===== src/rtl/alu_seq_pkg.sv =====
// Shared types for the ALU command sequencer: FSM state encoding and ALU opcodes.
// Latency: n/a (declarations only).
// Backpressure: n/a.
package alu_seq_pkg;

  localparam int OP_W = 3;

  typedef enum logic [1:0] {
    IDLE    = 2'd0,
    WAIT    = 2'd1,
    CAPTURE = 2'd2,
    HOLD    = 2'd3
  } seq_state_e;

  localparam logic [OP_W-1:0] OP_ADD  = 3'b000;
  localparam logic [OP_W-1:0] OP_SUB  = 3'b001;
  localparam logic [OP_W-1:0] OP_AND  = 3'b010;
  localparam logic [OP_W-1:0] OP_OR   = 3'b011;
  localparam logic [OP_W-1:0] OP_XOR  = 3'b100;
  localparam logic [OP_W-1:0] OP_XNOR = 3'b101;
  localparam logic [OP_W-1:0] OP_MOD  = 3'b110;
  localparam logic [OP_W-1:0] OP_DIV  = 3'b111;

  // Opcodes whose Y operand is a divisor and must be non-zero.
  function automatic logic is_div_op(input logic [OP_W-1:0] op);
    return (op == OP_MOD) || (op == OP_DIV);
  endfunction

endpackage


===== src/rtl/alu_cmd_sequencer_if.sv =====
// Bundles the command, ALU and result ports of the sequencer.
// Latency: none (wires only).
// Backpressure: cmd_valid/cmd_ready in, res_valid/res_ready out.
interface alu_cmd_sequencer_if #(
  parameter int Data_width = 32,
  parameter int TAG_W      = 4
);
  import alu_seq_pkg::*;

  logic                  cmd_valid;
  logic                  cmd_ready;
  logic [Data_width-1:0] cmd_x;
  logic [Data_width-1:0] cmd_y;
  logic [OP_W-1:0]       cmd_op;
  logic [TAG_W-1:0]      cmd_tag;

  logic [Data_width-1:0] alu_x;
  logic [Data_width-1:0] alu_y;
  logic [OP_W-1:0]       alu_op;
  logic [Data_width:0]   alu_z;

  logic                  res_valid;
  logic                  res_ready;
  logic [Data_width:0]   res_data;
  logic                  res_err;
  logic [TAG_W-1:0]      res_tag;

  // Command producer / result consumer / ALU side.
  modport master (
    output cmd_valid, cmd_x, cmd_y, cmd_op, cmd_tag, res_ready, alu_z,
    input  cmd_ready, res_valid, res_data, res_err, res_tag, alu_x, alu_y, alu_op
  );

  // Sequencer side.
  modport slave (
    input  cmd_valid, cmd_x, cmd_y, cmd_op, cmd_tag, res_ready, alu_z,
    output cmd_ready, res_valid, res_data, res_err, res_tag, alu_x, alu_y, alu_op
  );

endinterface


===== src/rtl/alu_cmd_fifo.sv =====
// Synchronous command FIFO, no bypass; count/full/empty are registered state.
// Latency: a pushed entry is visible at the head the cycle after the push edge.
// Backpressure: full_o is held high during reset and blocks pushes even when a pop coincides.
module alu_cmd_fifo #(
  parameter int WIDTH      = 8,
  parameter int FIFO_DEPTH = 4
) (
  input  logic                          clk_i,
  input  logic                          rst_ni,
  input  logic                          push_i,
  input  logic [WIDTH-1:0]              wdata_i,
  input  logic                          pop_i,
  output logic [WIDTH-1:0]              rdata_o,
  output logic                          full_o,
  output logic                          empty_o,
  output logic [$clog2(FIFO_DEPTH):0]   count_o
);
  localparam int AW = $clog2(FIFO_DEPTH);
  localparam logic [AW:0] FULL_CNT = (AW+1)'(FIFO_DEPTH);

  logic [WIDTH-1:0] mem_q [FIFO_DEPTH];
  logic [AW-1:0]    wr_ptr_q, rd_ptr_q;
  logic [AW:0]      count_q, count_d;
  logic             full_q;
  logic             do_push, do_pop;

  assign do_push = push_i & ~full_q;
  assign do_pop  = pop_i & ~empty_o;
  assign empty_o = (count_q == '0);
  assign full_o  = full_q;
  assign count_o = count_q;
  assign rdata_o = mem_q[rd_ptr_q];

  // Occupancy after this edge; also feeds the registered full flag.
  always_comb begin
    count_d = count_q;
    if (do_push && !do_pop) begin
      count_d = count_q + 1'b1;
    end else if (do_pop && !do_push) begin
      count_d = count_q - 1'b1;
    end
  end

  // Storage array; contents need no reset because pointers define validity.
  always_ff @(posedge clk_i) begin
    if (do_push) begin
      mem_q[wr_ptr_q] <= wdata_i;
    end
  end

  // Pointers, count and full flag; full resets high so no push lands before release.
  always_ff @(posedge clk_i or negedge rst_ni) begin
    if (!rst_ni) begin
      wr_ptr_q <= '0;
      rd_ptr_q <= '0;
      count_q  <= '0;
      full_q   <= 1'b1;
    end else begin
      if (do_push) wr_ptr_q <= wr_ptr_q + 1'b1;
      if (do_pop)  rd_ptr_q <= rd_ptr_q + 1'b1;
      count_q <= count_d;
      full_q  <= (count_d == FULL_CNT);
    end
  end

endmodule


===== src/rtl/alu_cmd_sequencer.sv =====
// Queues ALU commands, issues them one at a time to a registered ALU and returns tagged results.
// Latency: 3 cycles from pop to res_valid for ALU ops, 1 cycle for a trapped zero divisor.
// Backpressure: cmd_ready is !full of the command FIFO; res_valid holds until res_ready.
module alu_cmd_sequencer
  import alu_seq_pkg::*;
#(
  parameter int Data_width = 32,
  parameter int FIFO_DEPTH = 4,
  parameter int TAG_W      = 4
) (
  input  logic               clk_i,
  input  logic               rst_ni,
  alu_cmd_sequencer_if.slave bus
);
  localparam int CMD_W = 2*Data_width + OP_W + TAG_W;
  localparam int CNT_W = $clog2(FIFO_DEPTH) + 1;

  logic [CMD_W-1:0]      fifo_wdata, fifo_rdata;
  logic                  fifo_push, fifo_pop, fifo_full, fifo_empty;
  logic [CNT_W-1:0]      fifo_cnt;
  logic [Data_width-1:0] head_x, head_y;
  logic [OP_W-1:0]       head_op;
  logic [TAG_W-1:0]      head_tag;
  logic                  div_by_zero;

  seq_state_e            state_q, state_d;
  logic [Data_width-1:0] alu_x_q, alu_x_d, alu_y_q, alu_y_d;
  logic [OP_W-1:0]       alu_op_q, alu_op_d;
  logic [TAG_W-1:0]      tag_q, tag_d;
  logic [Data_width:0]   res_data_q, res_data_d;
  logic                  res_err_q, res_err_d;
  logic [TAG_W-1:0]      res_tag_q, res_tag_d;

  assign bus.cmd_ready = ~fifo_full;
  assign fifo_push     = bus.cmd_valid & ~fifo_full;
  assign fifo_wdata    = {bus.cmd_x, bus.cmd_y, bus.cmd_op, bus.cmd_tag};
  assign {head_x, head_y, head_op, head_tag} = fifo_rdata;
  assign div_by_zero   = is_div_op(head_op) && (head_y == '0);

  assign bus.alu_x     = alu_x_q;
  assign bus.alu_y     = alu_y_q;
  assign bus.alu_op    = alu_op_q;
  assign bus.res_valid = (state_q == HOLD);
  assign bus.res_data  = res_data_q;
  assign bus.res_err   = res_err_q;
  assign bus.res_tag   = res_tag_q;

  alu_cmd_fifo #(
    .WIDTH      (CMD_W),
    .FIFO_DEPTH (FIFO_DEPTH)
  ) u_fifo (
    .clk_i   (clk_i),
    .rst_ni  (rst_ni),
    .push_i  (fifo_push),
    .wdata_i (fifo_wdata),
    .pop_i   (fifo_pop),
    .rdata_o (fifo_rdata),
    .full_o  (fifo_full),
    .empty_o (fifo_empty),
    .count_o (fifo_cnt)
  );

  // The FIFO's empty flag and count are separate registers views; they must agree.
  always_ff @(posedge clk_i) begin
    if (rst_ni) begin
      assert (fifo_empty == (fifo_cnt == '0));
    end
  end

  // Next state and register loads; pops only from IDLE, one command in flight.
  always_comb begin
    state_d    = state_q;
    fifo_pop   = 1'b0;
    alu_x_d    = alu_x_q;
    alu_y_d    = alu_y_q;
    alu_op_d   = alu_op_q;
    tag_d      = tag_q;
    res_data_d = res_data_q;
    res_err_d  = res_err_q;
    res_tag_d  = res_tag_q;
    case (state_q)
      IDLE: begin
        if (!fifo_empty) begin
          fifo_pop = 1'b1;
          if (div_by_zero) begin
            // Never reaches the ALU; the operand registers keep the last issued command.
            res_data_d = '1;
            res_err_d  = 1'b1;
            res_tag_d  = head_tag;
            state_d    = HOLD;
          end else begin
            alu_x_d  = head_x;
            alu_y_d  = head_y;
            alu_op_d = head_op;
            tag_d    = head_tag;
            state_d  = WAIT;
          end
        end
      end
      // ALU registers output_Z at the end of this cycle.
      WAIT: state_d = CAPTURE;
      CAPTURE: begin
        res_data_d = bus.alu_z;
        res_err_d  = 1'b0;
        res_tag_d  = tag_q;
        state_d    = HOLD;
      end
      HOLD: begin
        if (bus.res_ready) state_d = IDLE;
      end
      default: state_d = IDLE;
    endcase
  end

  // State, ALU operand and result registers.
  always_ff @(posedge clk_i or negedge rst_ni) begin
    if (!rst_ni) begin
      state_q    <= IDLE;
      alu_x_q    <= '0;
      alu_y_q    <= '0;
      alu_op_q   <= '0;
      tag_q      <= '0;
      res_data_q <= '0;
      res_err_q  <= 1'b0;
      res_tag_q  <= '0;
    end else begin
      state_q    <= state_d;
      alu_x_q    <= alu_x_d;
      alu_y_q    <= alu_y_d;
      alu_op_q   <= alu_op_d;
      tag_q      <= tag_d;
      res_data_q <= res_data_d;
      res_err_q  <= res_err_d;
      res_tag_q  <= res_tag_d;
    end
  end

endmodule


===== src/flat_wrapper.sv =====
// flat-port wrapper written by rule: the top's interface ports become plain ports
module alu_cmd_sequencer_flat import alu_seq_pkg::*;
#(
  parameter int Data_width = 32,
  parameter int FIFO_DEPTH = 4,
  parameter int TAG_W      = 4
)
  (clk_i, rst_ni, bus_cmd_valid, bus_cmd_x, bus_cmd_y, bus_cmd_op, bus_cmd_tag, bus_res_ready, bus_alu_z, bus_cmd_ready, bus_res_valid, bus_res_data, bus_res_err, bus_res_tag, bus_alu_x, bus_alu_y, bus_alu_op);
  alu_cmd_sequencer_if #(.Data_width(Data_width), .TAG_W(TAG_W)) bus_i ();
  input  logic clk_i;
  input  logic rst_ni;
  input wire logic [$bits(bus_i.cmd_valid)-1:0] bus_cmd_valid;
  input wire logic [$bits(bus_i.cmd_x)-1:0] bus_cmd_x;
  input wire logic [$bits(bus_i.cmd_y)-1:0] bus_cmd_y;
  input wire logic [$bits(bus_i.cmd_op)-1:0] bus_cmd_op;
  input wire logic [$bits(bus_i.cmd_tag)-1:0] bus_cmd_tag;
  input wire logic [$bits(bus_i.res_ready)-1:0] bus_res_ready;
  input wire logic [$bits(bus_i.alu_z)-1:0] bus_alu_z;
  output wire logic [$bits(bus_i.cmd_ready)-1:0] bus_cmd_ready;
  output wire logic [$bits(bus_i.res_valid)-1:0] bus_res_valid;
  output wire logic [$bits(bus_i.res_data)-1:0] bus_res_data;
  output wire logic [$bits(bus_i.res_err)-1:0] bus_res_err;
  output wire logic [$bits(bus_i.res_tag)-1:0] bus_res_tag;
  output wire logic [$bits(bus_i.alu_x)-1:0] bus_alu_x;
  output wire logic [$bits(bus_i.alu_y)-1:0] bus_alu_y;
  output wire logic [$bits(bus_i.alu_op)-1:0] bus_alu_op;
  assign bus_i.cmd_valid = bus_cmd_valid;
  assign bus_i.cmd_x = bus_cmd_x;
  assign bus_i.cmd_y = bus_cmd_y;
  assign bus_i.cmd_op = bus_cmd_op;
  assign bus_i.cmd_tag = bus_cmd_tag;
  assign bus_i.res_ready = bus_res_ready;
  assign bus_i.alu_z = bus_alu_z;
  assign bus_cmd_ready = bus_i.cmd_ready;
  assign bus_res_valid = bus_i.res_valid;
  assign bus_res_data = bus_i.res_data;
  assign bus_res_err = bus_i.res_err;
  assign bus_res_tag = bus_i.res_tag;
  assign bus_alu_x = bus_i.alu_x;
  assign bus_alu_y = bus_i.alu_y;
  assign bus_alu_op = bus_i.alu_op;
  alu_cmd_sequencer #(.Data_width(Data_width), .FIFO_DEPTH(FIFO_DEPTH), .TAG_W(TAG_W)) u_core (.clk_i(clk_i), .rst_ni(rst_ni), .bus(bus_i));
endmodule

===== config.mk =====
export PLATFORM = sky130hd
export DESIGN_NAME = alu_cmd_sequencer_flat
export DESIGN_NICKNAME = d
export VERILOG_FILES = /design/src/rtl/alu_seq_pkg.sv /design/src/rtl/alu_cmd_sequencer_if.sv /design/src/rtl/alu_cmd_fifo.sv /design/src/rtl/alu_cmd_sequencer.sv /design/src/flat_wrapper.sv
export SDC_FILE = /design/constraint.sdc
export NUM_CORES = 1
export LEC_CHECK = 0
export CAP_MARGIN = 25
export CORE_ASPECT_RATIO = 1.4
export CORE_MARGIN = 4
export CORE_UTILIZATION = 34
export DETAILED_ROUTE_END_ITERATION = 8
export PLACE_DENSITY = 0.6
export SLEW_MARGIN = 10
export SYNTH_ARGS = -nofsm -noshare
export SYNTH_HDL_FRONTEND = slang
export SYNTH_SLANG_ARGS = --single-unit

===== constraint.sdc =====
create_clock -name clk_i -period 2.9 [get_ports clk_i]
set_input_delay 0.29 -clock clk_i [delete_from_list [all_inputs] [get_ports clk_i]]
set_output_delay 0.29 -clock clk_i [all_outputs]
set_load 0.02 [all_outputs]

Word-level counts from Yosys, hierarchy flattened
Memories as Yosys holds them, arrays and structs flattened.
Cells that the tools add are included.
{ "totals": {"latchBits": 0, "ramBits": 284, "romBits": 0, "out_inout_bits": 107, "word_cells": 64, "regBits": 119, "input_bits": 108, "mem_count": 1} }
{ "classes": {"magnitude_cmp": 0, "addsub": 4, "mul": 0, "n_eq_ne": 9, "shift": 0, "div": 0, "reduce_logical": 13, "n_bitwise": 6, "mux": 19} }
{ "mem_list": {"columns": ["memory", "depth", "width", "rd", "rd_ports_with_merged_regs", "wr", "line_no", "source"], "rows": [
  ["u_core.u_fifo.mem_q", 4, 71, 1, 0, 1, "alu_cmd_fifo.sv:21", "logic [WIDTH-1:0] mem_q [FIFO_DEPTH];"]
]} }
{ "ops": {"columns": ["cell", "count"], "rows": [
  ["33-bit 2-to-1 mux", 2],
  ["33-bit one-hot mux with 2 select lines", 1],
  ["32-bit logical NOT", 1],
  ["3-bit == test, second input constant", 3],
  ["4-bit 2-to-1 mux", 2],
  ["2-bit one-hot mux with 4 select lines", 1],
  ["4-bit one-hot mux with 2 select lines", 1],
  ["1-bit 2-to-1 mux", 6],
  ["2-bit 2-to-1 mux", 3],
  ["3-bit 2-to-1 mux", 2],
  ["3-bit AND reduction", 2],
  ["2-bit by 1-bit adder with 2-bit output, second input constant", 2],
  ["2-bit == test, second input constant", 2],
  ["2-bit != test, second input constant", 2],
  ["3-bit by 1-bit adder with 3-bit output, second input constant", 1],
  ["1-bit bitwise AND", 3],
  ["1-bit logical AND", 3],
  ["3-bit logical NOT", 1],
  ["1-bit NOT", 3],
  ["3-bit by 1-bit subtractor with 3-bit output, second input constant", 1],
  ["2-bit by 1-bit == test with 1-bit output, second input constant", 1],
  ["1-bit logical NOT", 2],
  ["2-bit logical NOT", 1],
  ["2-bit by 1-bit != test with 1-bit output, second input constant", 1],
  ["other kinds (4)", 4]
]} }

Depth between registers and ports, before layout
{ "logic_depth": {"ltp_word": 8, "depth_mapped": 10, "ltp_nobuf": 8} }

Modules after synthesis
From an unflattened synthesis, not the netlist that was laid out.
{ "hier_totals": {"cells_unflattened": 741, "area_unflattened_um2": 15426.0} }
{ "modules_own_cells": {"columns": ["module", "cells_each", "instances", "area_per_inst_um2", "seq_area_each_um2"], "rows": [
  ["alu_cmd_fifo", 426, 1, 10766.6, 8729.6],
  ["alu_cmd_sequencer", 315, 1, 4659.5, 2777.7]
]} }

Least setup slack after synthesis
OpenSTA, ideal clock, no wires.
{ "synth_path": {"path_kind": "reg-to-reg", "startpoint": "register u_core.u_fifo.full_q (netlist: u_core.u_fifo.full_o)", "endpoint": "memory u_core.u_fifo.mem_q[2][0] (netlist bit) (enable)", "setup_time_ps": 437, "path_buffers": 1, "t_arrival_ps": 2537, "slack_ps": -74, "stages_incl_launch_ff": 4, "period_less_slack_ps": 2974, "required_time_ps": 2463, "path_cell_list": "dfstp_2 nor2b_1 clkbuf_1 and2_1"} }
{ "synth_via": {"elab_chain_len": 5} }
{ "synth_rtl": {"columns": ["element", "line_no", "source"], "rows": [
  ["from (decl)", "alu_cmd_fifo.sv:24", "logic full_q;"],
  ["from (signal assigned)", "alu_cmd_fifo.sv:62", "full_q <= (count_d == FULL_CNT);"],
  ["1-bit NOT *", "alu_cmd_fifo.sv:27, alu_cmd_sequencer.sv:35", null],
  ["1-bit bitwise AND", "alu_cmd_sequencer.sv:35", "assign fifo_push = bus.cmd_valid & ~fifo_full;"],
  ["1-bit bitwise AND *", "alu_cmd_fifo.sv:27", "assign do_push = push_i & ~full_q;"],
  ["1-bit 2-to-1 mux *", "alu_cmd_fifo.sv:46", "if (do_push) begin"],
  ["1-bit 2-to-1 mux (not written as such) *", "alu_cmd_fifo.sv:47", "mem_q[wr_ptr_q] <= wdata_i;"],
  ["to (decl)", "alu_cmd_fifo.sv:21", null]
]} }
Mark *: on every way between the ends. The rest lies on a longest branch, timed or not.

Worst setup path after layout
{ "layout_path": {"startpoint": "register u_core.u_fifo.rd_ptr_q[0]", "endpoint": "register u_core.alu_x_q[24] (netlist: u_core.bus.alu_x[24])"} }
{ "layout_via": {"elab_chain_len": 6, "word_cells_on_any_way": 8, "cone_classes": "2 x eq/ne; 1 x bitwise; 4 x reduce/logical; 1 x memory"} }
{ "layout_rtl": {"columns": ["element", "line_no", "source"], "rows": [
  ["from (decl)", "alu_cmd_fifo.sv:22", "logic [AW-1:0] wr_ptr_q, rd_ptr_q;"],
  ["from (signal assigned)", "alu_cmd_fifo.sv:60", "if (do_pop) rd_ptr_q <= rd_ptr_q + 1'b1;"],
  ["memory 4 x 71 bit *", null, null],
  ["parallel branches: the longest is 5 deep, another holds 32-bit logical NOT", null, null],
  ["to (signal assigned)", "alu_cmd_sequencer.sv:128", "alu_x_q <= alu_x_d;"],
  ["to (decl)", "alu_cmd_sequencer.sv:27", "logic [Data_width-1:0] alu_x_q, alu_x_d, alu_y_q, alu_y_d;"]
]} }
Every way passes the cells marked *.
A chain may end at the register's enable or synchronous reset.

==> results.md <==
- Status: completed
- RR Startpoint: u_core.u_fifo.rd_ptr_q[0]
- Share of layout cells above drive strength 1: 26.7%
- Layout area overhead: 30.4%
- CTS Buffer Depth: 3
- Antenna-violating nets left: 0
- Clk_lat worst skew: 530 ps
- CP Class: reg2reg
- Max_slew headroom: about two thirds
- Peak VDD IR: 0.554 mV
- Detail-routed net length per standard cell: around 21 microns
- Root Driver: clkbuf_16
- Number of flops mapped to enable cells by yosys: roughly 280
- Number of global-route vias before repair: between 8,000 and 9,000
- First-pass GRT wire length: a little over 50,000 microns
- GRT met2 Usage: 25.1%
- Fin crit share: between 90% and 100%
- Most frequent cells in the layout: 284 x edfxtp_1, 213 x clkdlybuf4s50_1, 116 x dfrtp_1
- Core Box Area: around 0.044 sq mm
- Post-DP HPWL: between 20,000 and 25,000 microns
- Ys async rst share: just under 30%
- Flop2flop setup slack: 20 ps
- TritonCTS buffer count: 41
- F_max: about 350 MHz
- Max-cap violations: 0
- Total Wirelength: about 35,000 microns
- H-tree depth: 2
- Nets: 1,136
- DIE AREA: just under 0.05 sq mm
- Worst Reg2Reg Path Length in Cells: 10
- Initial core utilization: about a third
- GRT Total Usage: about 14%
- Initial antenna violation count: 3
- Gpl congestion: about 0.72
- DRT Pass-1 Iters: 4
- Kind of end point of the critical path: flip-flop
- Worst Max-Slew Pin Slew: between 400 and 500 ps
- Netlist Area Pre-Place: 0.0153 sq mm
- Met3 Use GR: between 2 and 3%
- Final hold vios: 0
- Port Buf Inserts: approximately 210
- Final Critical Period: about 2900 ps
- Yosys reg bits: a little over 400
- CTS sink cnt: ~400
- Pin count of the biggest net entering global routing: 56
- CP arrival: between 3000 and 4000 ps
- Worst Setup SP: u_core.u_fifo.rd_ptr_q[0]
- Most area-hungry cell type in the Yosys netlist: edfxtp_1
- Leakage: 6.91 nW
- Total number of yosys warnings: 0
- Fill cells: 3,785
- Power Dens Cells: ~1100 mW/mm^2
- Global route overflow: 0
- Residual DRC: 0
- RSZ-0062 raised after global routing: true
- Crit Path Max Fanout: 24
- Final setup viols: 0
- Setup crit end: u_core.bus.alu_x[24]
- Critical path required time: roughly 3300 ps
- Die W: 187 microns
- Most common cell after layout, fill and taps aside: edfxtp_1
- Reg2reg end: u_core.bus.alu_x[24]
- Synth top area cells: edfxtp_1 56%, dfrtp_1 19%, mux4_2 10%
- Clock Pin Slew Worst Setup and Hold Paths: ~60 ps
- Post-layout util: about 45%
- GR Util met1: between 15 and 20%
- Vias: 7,909
- Die Ht: about 260 microns
- Routed vias/inst: ~4.9
- DR iter-0 viols: roughly 440
- # IOs: roughly 220
- Busiest grt layer: met2
- Final Max Tran Viols: 0
- Post-Syn Nets: a little under 900
- # rows: 91
- Gate Count Post-Synth: around 750
- Share of the synthesized area in the top cell type: approximately 56%
- Synthesized area per cell: between 20 and 25 sq um
- Clock Skew: 11.4 ps
- Register area share after synthesis: roughly three quarters
- Top_reg_cell synth: edfxtp_1
- Hold crit path type: in2async
- CTS tree: built
- Hold slack: ~280 ps
- Critical path launch point type: flip-flop
- Distinct cell type count after synthesis: 37
==> what timing repair did <==
action,CTS,global route
gates cloned,0,2
endpoints found under the hold margin,43,0
resized for setup,4,9
setup buffers,1,3
hold buffers,1,0
pin swaps,2,2
endpoints found under the setup margin,104,107
==> cells in the mapped netlist, types with 5 or more instances <==
| library cell | n |
|---|---|
| and2_1 | 5 |
| dfrtp_1 | 118 |
| mux4_2 | 71 |
| nor4_1 | 6 |
| buf_2 | 10 |
| mux2_2 | 82 |
| ha_1 | 11 |
| a22o_1 | 18 |
| nand3_1 | 6 |
| xnor2_1 | 5 |
| inv_1 | 15 |
| clkbuf_1 | 17 |
| edfxtp_1 | 284 |
| buf_6 | 7 |
| nand2_1 | 14 |
| nand2b_1 | 34 |
==> cell families (layout without fill, tap and decap cells) <==
group                    Yosys count  after routing  share of synthesized area, %
AO/OA/AOI/OAI                     43             43                          2.29
XOR/XNOR                           6              6                         0.343
adder cells (fa/ha/maj)           13             13                          1.03
buffers and inverters             51            352                          1.67
flip-flops                       403            403                          75.1
multiplexers                     157            157                          16.8
other                              0              5                             0
AND/OR/NAND/NOR                   76             76                          2.84
==> where the power goes <==
| part | leakage [nW] | internal (mW) | switching (mW) |
|---|---|---|---|
| registers | 3.93 | 7.72 | 0.615 |
| clock network | 0.630 | 2.90 | 2.16 |
| logic | 2.35 | 3.88 | 3.78 |
| total | 6.91 | 14.5 | 6.55 |
==> cell type report <==
cell class | instances | area, sq um | area share, %
inverter | 15 | 56.3 | 0.282
clock buffer | 63 | 1210 | 6.06
antenna | 5 | 12.5 | 0.0626
tap | 558 | 698 | 3.49
timing repair buffer | 261 | 2770 | 13.9
multi-input combinational | 295 | 3640 | 18.2
clock inverter | 13 | 85.1 | 0.426
sequential | 403 | 11500 | 57.6
==> worst max-delay path: stages, from the launching register on <==
cell and delay (ps):
dfrtp_4 500, buf_12 150, mux4_2 540, nor4_4 300
buf_4 160, nand4_1 130, buf_4 190, nor2_4 150
a21oi_4 120, buf_12 200, mux2_1 310
==> stage by stage <==
stage	worst slack, ps	area (sq um)	TNS, ps	cells	power [mW]
2_1_floorplan	200	15300	0	749	12.8
3_3_place_gp	-51.3	18500	-721	1525	16.0
3_5_place_dp	-94.1	18500	-3850	1525	16.1
4_1_cts	-16.2	19900	-51.0	1603	21.3
5_1_grt	-79.8	20000	-4530	1610	22.1
6_report	16.9	20000	0	1613	21.0
==> flip-flops by register name, summed over array words and instances, names as in the netlist, 2 cells and up <==
name / count
u_core.u_fifo.rd_ptr_q: 2
u_core.bus.alu_x: 32
u_core.u_fifo.wr_ptr_q: 2
u_core.state_q: 2
u_core.bus.res_data: 33
u_core.u_fifo.count_o: 3
u_core.bus.alu_y: 32
u_core.tag_q: 4
u_core.bus.alu_op: 3
u_core.u_fifo.mem_q: 284
u_core.bus.res_tag: 4
==> metal layers <==
layer  wire [microns]  vias up  part of all wire (%)
met4              758        0                   2.2
met2            18400      208                    53
met3             1800       47                   5.2
met1            13600     4134                    39
li1                 -     3520                     -
met5                0        -                     0
==> worst min path at each step <==
stage | from | to | slack (ps)
2_1_floorplan | rst_ni | u_core.bus.alu_op[0] | -6
3_3_place_gp | rst_ni | u_core.bus.res_data[10] | 270
3_5_place_dp | rst_ni | u_core.bus.res_data[8] | 280
4_1_cts | rst_ni | u_core.bus.res_data[10] | 260
5_1_grt | rst_ni | u_core.bus.res_data[8] | 300
6_report | rst_ni | u_core.bus.res_data[8] | 280
No activity file was read; power rests on OpenSTA's default activity.
